### config.mk
export PLATFORM = sky130hd
export DESIGN_NAME = store_buffer
export DESIGN_NICKNAME = d
export VERILOG_FILES = /design/src/rtl/store_buffer.sv
export SDC_FILE = /design/constraint.sdc
export NUM_CORES = 1
export LEC_CHECK = 0
export ABC_AREA = 1
export CAP_MARGIN = 5
export CORE_MARGIN = 4
export CORE_UTILIZATION = 30
export DETAILED_ROUTE_END_ITERATION = 12
export PLACE_DENSITY = 0.53
export SKIP_CTS_REPAIR_TIMING = 1
export SYNTH_ARGS = -nofsm -noshare
export SYNTH_HDL_FRONTEND = slang
export SYNTH_SLANG_ARGS = --single-unit
### constraint.sdc
create_clock -name clk -period 3.45 [get_ports clk]
set_input_delay 0.69 -clock clk [delete_from_list [all_inputs] [get_ports clk]]
set_output_delay 0.69 -clock clk [all_outputs]
set_load 0.02 [all_outputs]
### src/rtl/store_buffer.sv
// store_buffer: in-order FIFO of pending stores between the EX/MEM stage
// and a single-ported data memory. Loads get priority on the memory port
// unless the buffer is full, and read their data from the youngest
// buffered store to the same word address when one exists.
//
// Handshake: a store (load) transfers in a cycle where st_valid && st_ready
// (ld_valid && ld_ready); the ready signals depend only on registered state,
// never on the valid inputs, so a producer may hold valid until it sees ready.
module store_buffer #(
  parameter int DEPTH = 4
) (
  input  logic        clk,
  input  logic        rst_n,
  input  logic        st_valid,
  input  logic [31:0] st_addr,
  input  logic [31:0] st_data,
  output logic        st_ready,
  input  logic        ld_valid,
  input  logic [31:0] ld_addr,
  output logic        ld_ready,
  output logic [31:0] ld_data,
  output logic [31:0] mem_addr,
  output logic [31:0] mem_wdata,
  output logic        mem_we,
  input  logic [31:0] mem_rdata,
  output logic        empty
);

  localparam int PW = (DEPTH > 1) ? $clog2(DEPTH) : 1;
  localparam logic [PW:0] DEPTH_C = (PW+1)'(DEPTH);

  logic [31:0]   addr_q [DEPTH];
  logic [31:0]   addr_d [DEPTH];
  logic [31:0]   data_q [DEPTH];
  logic [31:0]   data_d [DEPTH];
  logic [PW-1:0] head_q, head_d;
  logic [PW-1:0] tail_q, tail_d;
  logic [PW:0]   count_q, count_d;

  logic          full;
  logic          push;
  logic          pop;
  logic [PW-1:0] fwd_idx;

  // Handshake flags and memory-port arbitration: full buffer drains first,
  // then a waiting load, then any pending store.
  always_comb begin
    full      = (count_q == DEPTH_C);
    st_ready  = !full;
    ld_ready  = !full;
    empty     = (count_q == '0);
    push      = st_valid && st_ready;
    pop       = full || (!ld_valid && !empty);
    mem_we    = pop;
    mem_addr  = pop ? addr_q[head_q] : ld_addr;
    mem_wdata = pop ? data_q[head_q] : 32'h0;
  end

  // Load forwarding: scan oldest to youngest so the youngest match wins;
  // only entries already present this cycle are candidates.
  always_comb begin
    ld_data = mem_rdata;
    fwd_idx = '0;
    for (int i = 0; i < DEPTH; i++) begin
      fwd_idx = head_q + PW'(i);
      if (((PW+1)'(i) < count_q) && (addr_q[fwd_idx] == ld_addr)) begin
        ld_data = data_q[fwd_idx];
      end
    end
  end

  // Next-state: write at tail on push, advance head on pop; pointers wrap
  // naturally because DEPTH is a power of two.
  always_comb begin
    addr_d  = addr_q;
    data_d  = data_q;
    head_d  = head_q;
    tail_d  = tail_q;
    count_d = count_q;
    if (push) begin
      addr_d[tail_q] = st_addr;
      data_d[tail_q] = st_data;
      tail_d         = tail_q + PW'(1);
    end
    if (pop) begin
      head_d = head_q + PW'(1);
    end
    if (push && !pop) begin
      count_d = count_q + (PW+1)'(1);
    end else if (!push && pop) begin
      count_d = count_q - (PW+1)'(1);
    end
  end

  // State registers; reset discards every pending store.
  always_ff @(posedge clk or negedge rst_n) begin
    if (!rst_n) begin
      head_q  <= '0;
      tail_q  <= '0;
      count_q <= '0;
      for (int i = 0; i < DEPTH; i++) begin
        addr_q[i] <= '0;
        data_q[i] <= '0;
      end
    end else begin
      head_q  <= head_d;
      tail_q  <= tail_d;
      count_q <= count_d;
      for (int i = 0; i < DEPTH; i++) begin
        addr_q[i] <= addr_d[i];
        data_q[i] <= data_d[i];
      end
    end
  end

endmodule

-- Yosys cells after proc, flatten, opt, wreduce, memory -nomap -nowiden
Index checks and enable logic that the tools add are counted.
- bits in registers: 263
- logic and storage cells: 90
- bitwise operators: 5
- reduce and logical (&&, ||, !) cells: 17
- mux-type cells: 36
- $lt $le $gt $ge: 10
- eq/ne operators: 5
- add/sub/neg operators: 6
- operators by type and width (operator ; number):
    2-to-1 mux 32 bit ; 23
    binary-select mux 32 bit (select 2 bit) ; 8
    bitwise mux 128 bit ; 2
    equality test 32 bit ; 4
    demux 32 bit (select 2 bit) ; 1
    greater-or-equal comparator 3 bit, second input constant ; 5
    NOT 2 -> 3 bit ; 5
    logical AND 1 bit ; 9
    < comparator 1 x 3 -> 1 bit, first input constant ; 2
    < comparator 2 x 3 -> 1 bit, first input constant ; 2
    2-to-1 mux 3 bit ; 2
    logical NOT 1 bit ; 5
    adder 2 x 1 -> 2 bit, second input constant ; 2
    adder 2 bit, second input constant ; 2
    adder 3 x 1 -> 3 bit, second input constant ; 1
    equality test 3 bit, second input constant ; 1
    logical NOT 3 bit ; 1
    < comparator 3 x 1 -> 1 bit, second input constant ; 1
    subtractor 3 x 1 -> 3 bit, second input constant ; 1
    nonzero test 2 bit ; 1
    logical OR 1 bit ; 1

-- Depth between registers and ports, before layout
Gate-level depths: netlist (run 1).
- depth in word-level cells: 10
- gate-level depth with buffers: 22
- mapped depth without buffers: 18

-- Least setup slack after synthesis (run 1)
Ideal clock, no wire load.
- kind: register to output
- from: register head_q[0]
- to: output port ld_data[30]
- cell stages (with the launch flop): 19
- required time: 2760 ps
- data arrival time: 2255 ps
- path slack: 505 ps
- cells stage by stage: dfrtp_1 buf_6 buf_6 buf_2 or2_2 nand3_1 nand3_1 nand2_1 nand2_1 nor2_1 nand2_1 nor2_1 inv_1 nor2_4 buf_4 nand3_1 nand3_1 nand2_1 nand2_1
- word-level cells in the longest chain between the ends: 10
- elaborated cells on any way between the ends: 43
- RTL lines (item ; line ; RTL):
    start: declaration ; 36 ; logic [PW-1:0] head_q, head_d;
    start signal: assignment ; 98 ; head_q <= '0;
    start signal: assignment ; 106 ; head_q <= head_d;
    adder 2 x 1 -> 2 bit / NOT 2 -> 3 bit (equally long branches) ; 65, 66, 67 ;
    NOT 2 -> 3 bit (not written as such) / binary-select mux 32 bit (select 2 bit) (equally long branches) ; 66, 67 ;
    binary-select mux 32 bit (select 2 bit) / 2-to-1 mux 32 bit (equally long branches) ; 66 ; if (((PW+1)'(i) < count_q) && (addr_q[fwd_idx] == ld_addr)) begin
    2-to-1 mux 32 bit (not written as such) ; 66 ;
    2-to-1 mux 32 bit (not written as such) / equality test 32 bit (equally long branches) ; 66 ;
    equality test 32 bit / logical AND 1 bit (equally long branches) ; 66 ;
    logical AND 1 bit / 2-to-1 mux 32 bit (equally long branches) ; 66 ;
    2-to-1 mux 32 bit (2 in a row) ; 66 ;
    2-to-1 mux 32 bit (*) ; 66 ;
    end: declaration ; 21 ; output logic [31:0] ld_data,
Every way passes the cells marked *; elsewhere a longest branch is shown, timed or not. The select of a mux whose other input is x is not followed.

-- Worst setup path in the final report (run 1)
- from: register head_q[0]
- to: output port ld_data[28]
Same word-level chain as after synthesis.

==> PnR_summary.wiki, run 1 <==
{| class="wikitable"
! Metric !! Value
|-
| Result of the run || complete, but fails checks
|-
| Violations in the final reports || setup timing
|-
| Clk_lat worst skew || about 0.56 ns
|-
| CTS buffer count || 34
|-
| Number of remaining DRC errors || 0
|-
| Detailed Routing Iterations Pass 1 || 6
|-
| Via count of the first global-routing pass || around 23,000
|-
| Routed wire length per instance || about 18 um
|-
| Remaining antenna violation count || 0
|-
| Share of the yosys chip area belonging to registers || 0.318
|-
| Area of the core region || ~68,000 um2
|-
| Critical Path Source Type || register
|-
| Vias per std cell || 4.90
|-
| HPWL reported at the end of detailed placement || between 60,000 and 70,000 um
|-
| Shortest clock period the worst path allows after layout || 4.29 ns
|-
| First-pass GRT wire length || about 130,000 um
|-
| Number of synthesis warnings || 0
|-
| RSZ-0062 raised after global routing || true
|-
| Count of vias placed by the detailed router || roughly 24,000
|-
| Post-synthesis cell area || slightly above 20,000 um2
|-
| Total buffers and inverters traversed by the critical path || 7
|-
| Arrival time of data at the critical path endpoint || ~3.6 ns
|-
| Crit. End Element || output port
|-
| Share of layout cells above drive strength 1 || 0.169
|-
| Max stage delay cell, worst path || sky130_fd_sc_hd__dfrtp_4
|-
| Delay of the slowest cell on the worst path || 0.56 ns
|-
| DIE HEIGHT || around 270 um
|-
| Antenna violations before repair || 2
|-
| Mapped Avg Cell Area || 5.86 um2
|-
| Final count of hold timing violations || 0
|-
| Die X-Extent || about 270 um
|-
| Cells traversed along the worst timing path || buf_6 -> nand2_4 -> nand2_8 -> buf_4 -> buf_4 -> o21ai_2 -> o22ai_2 -> nor2_1 -> nand2_1 -> nor2_2 -> nand3_2 -> nor2_4 -> buf_12 -> buf_12 -> buf_4 -> a21oi_1 -> nand2_1 -> nand2_1 -> buf_6
|-
| Power per cell area || 1050 nW/um2
|-
| Clock tree buffer depth || 3
|-
| Number of clock sinks seen by CTS || between 200 and 300
|-
| Clock root cell || sky130_fd_sc_hd__clkbuf_16
|-
| Total of buffers placed on input and output ports || 231
|-
| Post-synthesis instance total || 3,530
|-
| Total Negative Setup Slacks || -25.80 ns
|-
| Wire length after detailed routing || 87,100 um
|-
| Synth Net Count || 3,672
|-
| Share of the cycle needed by the critical path after routing || 1.24
|-
| Number of distinct library cell variants in the gate-level netlist after synthesis || 35
|-
| Utilization after layout || 0.434
|-
| Leading area contributor after synthesis || sky130_fd_sc_hd__dfrtp_1
|-
| Full die area || between 70,000 and 80,000 um2
|-
| Slack of the critical path || -0.843 ns
|-
| Initial Util || 0.305
|-
| Worst min-delay path category || input pin to async pin
|-
| Total routing resource utilization after global routing || 0.217
|-
| Fraction of post-synthesis cell area in the top cell type by area || 0.318
|-
| CTS tree || yes
|-
| Fin Clk Skew || 0.0136 ns
|-
| I/O pin count || about 230
|-
| Final #Nets || around 4,200
|-
| Worst path top cell family by delay || buffers and inverters
|-
| Iter 0 DRT Violations || ~2,300
|-
| Fin. max-slew vios || 0
|-
| Number of core rows || 95
|-
| Worst slew slack as a fraction of its limit || 0.505
|-
| Relative area change from synthesis to final layout || 42.3%
|-
| Peak ir drop on the vdd network || about 0.00065 V
|-
| Max-capacitance violation count || 0
|-
| Largest net degree at the start of global routing || between 100 and 150
|-
| Synth Register Bits || ~260
|-
| Lkg Pwr || ~16 nW
|-
| Number of endpoints failing setup at the final stage || 34
|-
| Maximum operating frequency || about 0.23 GHz
|-
| Worst-path maximum fanout || 7
|-
| Post-CTS clock slew at the launch and capture registers of the worst setup and hold paths || 0.06 ns
|-
| Crit path required time || between 2 and 3 ns
|-
| Congestion Overflow GR || 0
|-
| Actual slew at the worst max-slew pin || around 0.74 ns
|-
| Dominant cells by area after synthesis || sky130_fd_sc_hd__dfrtp_1 32%, sky130_fd_sc_hd__nand2_1 31%, sky130_fd_sc_hd__o21ai_0 11%
|-
| Worst-case reg-to-reg path depth || 10
|-
| Instance count on the critical path || 19
|-
| Routability Congestion || between 0.9 and 1
|-
| Critical path class || register to output port
|-
| Number of H-tree levels || 2
|}
[area by class of cell]
type	count	area, um2
multi-input cells	2777	12400
inverters	273	1040
clock buffers	48	973
well taps	873	1090
fillers	7194	38300
diodes	2	5.00
clock inverters	10	174
repair buffers	713	7110
flip-flops and latches	263	6590
[synth_stat cells, drive strengths merged]
master / instances
nand3b: 2
or2: 7
xor2: 27
ha: 10
mux2i: 1
a21boi: 1
nand2: 1682
nor2: 126
buf: 97
nor3b: 1
nand3: 335
xnor2: 1
nor3: 5
o21ai: 462
and2: 3
dfrtp: 263
o221ai: 1
inv: 273
clkbuf: 120
o211ai: 47
a21oi: 50
o22ai: 1
nand4: 15
[power by group]
group          switching (mW)  internal, mW
Sequential               1.11          4.52
Combinational            12.6          8.81
Clock                    1.46          2.27
[routing by layer]
layer,vias to the layer above,wire [um],GRT usage
met3,121,5230,0.0307
met1,11149,40000,0.302
met4,0,2260,0.0532
li1,12282,-,-
met5,-,0,0
met2,736,39600,0.358
[cells in the final DEF, fill, tap and decap left out, types with 11 or more instances in the layout]
cell,count
sky130_fd_sc_hd__a21oi_1,48
sky130_fd_sc_hd__dlymetal6s2s_1,46
sky130_fd_sc_hd__nor2_1,101
sky130_fd_sc_hd__buf_6,44
sky130_fd_sc_hd__nor2_4,11
sky130_fd_sc_hd__clkbuf_16,55
sky130_fd_sc_hd__o21ai_1,38
sky130_fd_sc_hd__o21ai_0,419
sky130_fd_sc_hd__inv_1,270
sky130_fd_sc_hd__o211ai_1,47
sky130_fd_sc_hd__nand4_1,15
sky130_fd_sc_hd__xor2_1,25
sky130_fd_sc_hd__clkdlybuf4s50_1,136
sky130_fd_sc_hd__nand2_2,33
sky130_fd_sc_hd__nand2_1,1641
sky130_fd_sc_hd__clkbuf_2,12
sky130_fd_sc_hd__dfrtp_1,261
sky130_fd_sc_hd__nor2_2,14
sky130_fd_sc_hd__nand3_2,15
sky130_fd_sc_hd__buf_12,43
sky130_fd_sc_hd__buf_4,397
sky130_fd_sc_hd__nand3_1,319
[worst paths after layout]
| check | from | end | slack (ns) |
|---|---|---|---|
| max in group asynchronous | rst_n | data_q[38]$_DFFE_PN0P_ | 2.49 |
| setup reg to reg | count_q[0]$_DFFE_PN0P_ | data_q[73]$_DFFE_PN0P_ | 0.83 |
| setup / recovery | head_q[0]$_DFFE_PN0N_ | ld_data[28] | -0.84 |
| hold reg to reg | addr_q[62]$_DFFE_PN0P_ | addr_q[62]$_DFFE_PN0P_ | 0.48 |
| hold / removal | rst_n | addr_q[100]$_DFFE_PN0P_ | 0.13 |
| min in group clk | addr_q[62]$_DFFE_PN0P_ | addr_q[62]$_DFFE_PN0P_ | 0.48 |
[logic make-up (layout without fill, tap and decap cells)]
group | Yosys count | in the layout | synth area share
AOI/OAI and AO/OA | 562 | 562 | 0.142
xor gates and xnor gates | 28 | 28 | 0.0122
adders and majority gates | 10 | 10 | 0.00605
buffers and inverters | 490 | 1044 | 0.0996
DFF | 263 | 263 | 0.318
muxes | 1 | 1 | 0.000484
other | 0 | 2 | 0
and+or+nand+nor | 2176 | 2176 | 0.421
[metrics by stage]
stage	hold slack (ns)	cell area [um2]	worst slack [ns]	instances	total power, mW
floorplan	0.394	20700	0.505	3530	16.6
global placement	0.469	26800	-0.994	4853	25.4
detailed placement	0.473	26800	-1.01	4853	25.5
CTS	0.145	28000	-1.47	4911	29.4
global route	0.170	29400	-0.938	4958	33.5
finish	0.125	29400	-0.843	4959	30.8
[registers in the layout, indices dropped and copies added (netlist names)]
name and cells:
addr_q 128, data_q 128, count_q 3, head_q 2
tail_q 2
No activity file was read; power rests on OpenSTA's default activity.
==> inputs of run 2 (changes only) <==
--- a/config.mk
+++ b/config.mk
@@ -7,10 +7,10 @@
 export LEC_CHECK = 0
 export ABC_AREA = 1
 export CAP_MARGIN = 5
-export CORE_MARGIN = 4
 export CORE_UTILIZATION = 30
 export DETAILED_ROUTE_END_ITERATION = 12
-export PLACE_DENSITY = 0.53
+export DONT_BUFFER_PORTS = 1
+export PLACE_DENSITY = 0.49
 export SKIP_CTS_REPAIR_TIMING = 1
 export SYNTH_ARGS = -nofsm -noshare
 export SYNTH_HDL_FRONTEND = slang
==> PnR_summary.wiki, run 2 (synthesis results as in run 1) <==
{| class="wikitable"
! Metric !! Value
|-
| Top metal layer carrying routed signals || met5
|-
| Worst slew slack as a fraction of its limit || 0.256
|-
| Lkg Pwr || 14.1 nW
|-
| Arrival time of data at the critical path endpoint || ~3.5 ns
|-
| Shortest clock period the worst path allows after layout || about 4.2 ns
|-
| Total routing resource utilization after global routing || 0.224
|-
| Cell Area, Placed || between 20,000 and 25,000 um2
|-
| Number of core rows || 95
|-
| Most common cell after layout, fill and taps aside || sky130_fd_sc_hd__nand2_1
|-
| Critical path class || register to output port
|-
| Relative contribution of the clock network to total power || 0.133
|-
| Most frequent cells in the layout || 1,582 x sky130_fd_sc_hd__nand2_1, 407 x sky130_fd_sc_hd__o21ai_0, 309 x sky130_fd_sc_hd__buf_4, 305 x sky130_fd_sc_hd__nand3_1, 269 x sky130_fd_sc_hd__inv_1
|-
| Switching power total || 15.0 mW
|-
| Largest registers || addr_q x128, data_q x128, count_q x3
|-
| Crit. End Element || output port
|-
| Total buffers and inverters traversed by the critical path || 8
|-
| Wire length after detailed routing || 85,900 um
|-
| Slack of the critical path || -0.718 ns
|-
| Sequential share of power || 0.194
|-
| Initial Util || 0.306
|-
| Max stage delay cell, worst path || sky130_fd_sc_hd__dfrtp_4
|-
| Share of layout cells above drive strength 1 || 0.174
|-
| Clock root cell || sky130_fd_sc_hd__clkbuf_16
|-
| Relative area change from synthesis to final layout || 29.5%
|-
| Violations in the final reports || hold timing, setup timing
|-
| Area of all placed cells without fillers || roughly 27,000 um2
|-
| Largest net degree at the start of global routing || ~260
|-
| Worst min-delay path category || input pin to async pin
|-
| Worst path top cell family by delay || buffers and inverters
|-
| DP Cell Count || 4,530
|-
| Switching portion of total power || 0.503
|-
| Result of the run || complete, but fails checks
|-
| Routed met3 length || 4990 um
|-
| CTS buffer count || 37
|-
| Delay of the slowest cell on the worst path || between 0.5 and 0.6 ns
|-
| Worst-path maximum fanout || 10
|-
| Number of clock sinks seen by CTS || roughly 260
|-
| Cells traversed along the worst timing path || clkinv_8 -> buf_4 -> clkbuf_16 -> nand2_1 -> nand2_1 -> o21ai_2 -> xor2_1 -> buf_4 -> nand2_1 -> nor3_2 -> buf_4 -> nand3_2 -> nor2_4 -> buf_12 -> buf_8 -> a21oi_1 -> nand2_2 -> nand2_2 -> buf_12
|-
| Total Negative Setup Slacks || -28.31 ns
|-
| Routability Congestion || 0.907
|-
| Final #Nets || about 4,000
|-
| Total of buffers placed on input and output ports || 0
|-
| I/O pin count || between 200 and 250
|-
| Remaining antenna violation count || 0
|-
| Antenna diode count || 0
|-
| Combinational share of power || 0.674
|-
| Maximum operating frequency || 0.240 GHz
|-
| Clk_lat worst skew || approximately 0.57 ns
|-
| Number of remaining DRC errors || 0
|-
| Count of vias placed by the detailed router || 23,207
|-
| Antenna violations before repair || 4
|-
| Layout fillers || 7,325
|-
| Fin. max-slew vios || 0
|-
| Routed wire length per instance || between 15 and 20 um
|-
| Number of endpoints failing setup at the final stage || 60
|-
| Area of the core region || about 68,000 um2
|-
| CTS tree || yes
|-
| Worst hold margin || -0.136 ns
|-
| Met2 wire length || about 40,000 um
|-
| Power per cell area || roughly 1100 nW/um2
|-
| Number of H-tree levels || 2
|-
| Max-capacitance violation count || 0
|-
| Final count of hold timing violations || approximately 220
|-
| Fin Clk Skew || approximately 0.032 ns
|-
| Post-CTS clock slew at the launch and capture registers of the worst setup and hold paths || around 0.06 ns
|-
| Sum of routed wire segments on met1 || ~40,000 um
|-
| Die X-Extent || about 260 um
|-
| Vias per std cell || approximately 5.0
|-
| Share of the cycle needed by the critical path after routing || 1.21
|-
| Detailed Routing Iterations Pass 1 || 5
|-
| First-pass GRT wire length || approximately 120,000 um
|-
| Via count of the first global-routing pass || approximately 21,000
|-
| HPWL reported at the end of detailed placement || roughly 57,000 um
|-
| RSZ-0062 raised after global routing || true
|-
| Peak ir drop on the vdd network || roughly 0.00061 V
|-
| Iter 0 DRT Violations || roughly 1,800
|-
| Congestion Overflow GR || 0
|-
| Full die area || 70,000 um2
|-
| DIE HEIGHT || 265 um
|-
| Crit path required time || 2.76 ns
|-
| Filler-free cell count of the finished design || 4,659
|-
| Critical Path Source Type || register
|-
| Internal cell power || 14.8 mW
|-
| Clock tree buffer depth || 3
|-
| Actual slew at the worst max-slew pin || 1.12 ns
|}
run 2: layer usage:
layer,track usage,up-vias
li1,-,11645
met1,0.302,10836
met2,0.367,598
met3,0.0370,122
met4,0.0640,6
met5,0,-
run 2: area by class of cell:
type	count	area [um2]	area share
repair buffers	407	4090	0.153
multi-input cells	2778	12700	0.475
well taps	873	1090	0.0408
flip-flops and latches	263	6590	0.246
inverters	273	1040	0.0390
clock inverters	14	179	0.00668
clock buffers	51	1070	0.0399
run 2: per-stage QoR:
| step | total power, mW | util | hold slack, ns | setup WS (ns) |
|---|---|---|---|---|
| after global routing | 32.4 | 0.396 | -0.163 | -0.838 |
| after CTS | 28.2 | 0.370 | -0.175 | -0.897 |
| after global placement | 24.0 | 0.352 | 0.428 | -0.305 |
| after floorplan | 16.6 | - | 0.394 | 0.505 |
| final | 29.9 | 0.396 | -0.136 | -0.718 |
| after detailed placement | 24.1 | 0.352 | 0.426 | -0.276 |
run 2: worst paths after layout:
| path | from | endpoint | slack (ns) | cells after the start |
|---|---|---|---|---|
| setup reg to reg | count_q[0]$_DFFE_PN0P_ | data_q[5]$_DFFE_PN0P_ | 0.53 | 9 |
| setup / recovery | head_q[0]$_DFFE_PN0N_ | ld_data[30] | -0.72 | 19 |
| hold / removal | rst_n | addr_q[41]$_DFFE_PN0P_ | -0.14 | 0 |
| min in group clk | st_data[21] | data_q[21]$_DFFE_PN0P_ | 0.33 | 2 |
| max in group asynchronous | rst_n | data_q[3]$_DFFE_PN0P_ | 2.91 | 0 |
| hold reg to reg | addr_q[62]$_DFFE_PN0P_ | addr_q[62]$_DFFE_PN0P_ | 0.49 | 2 |
run 2: power groups by stage:
stage	registers (mW)	logic (mW)	clock network (mW)
2_1_floorplan	5.36	11.2	0
3_3_place_gp	5.75	18.2	0
3_5_place_dp	5.75	18.3	0
4_1_cts	5.73	18.4	4.08
5_1_grt	5.99	22.3	4.19
6_report	5.78	20.1	3.96
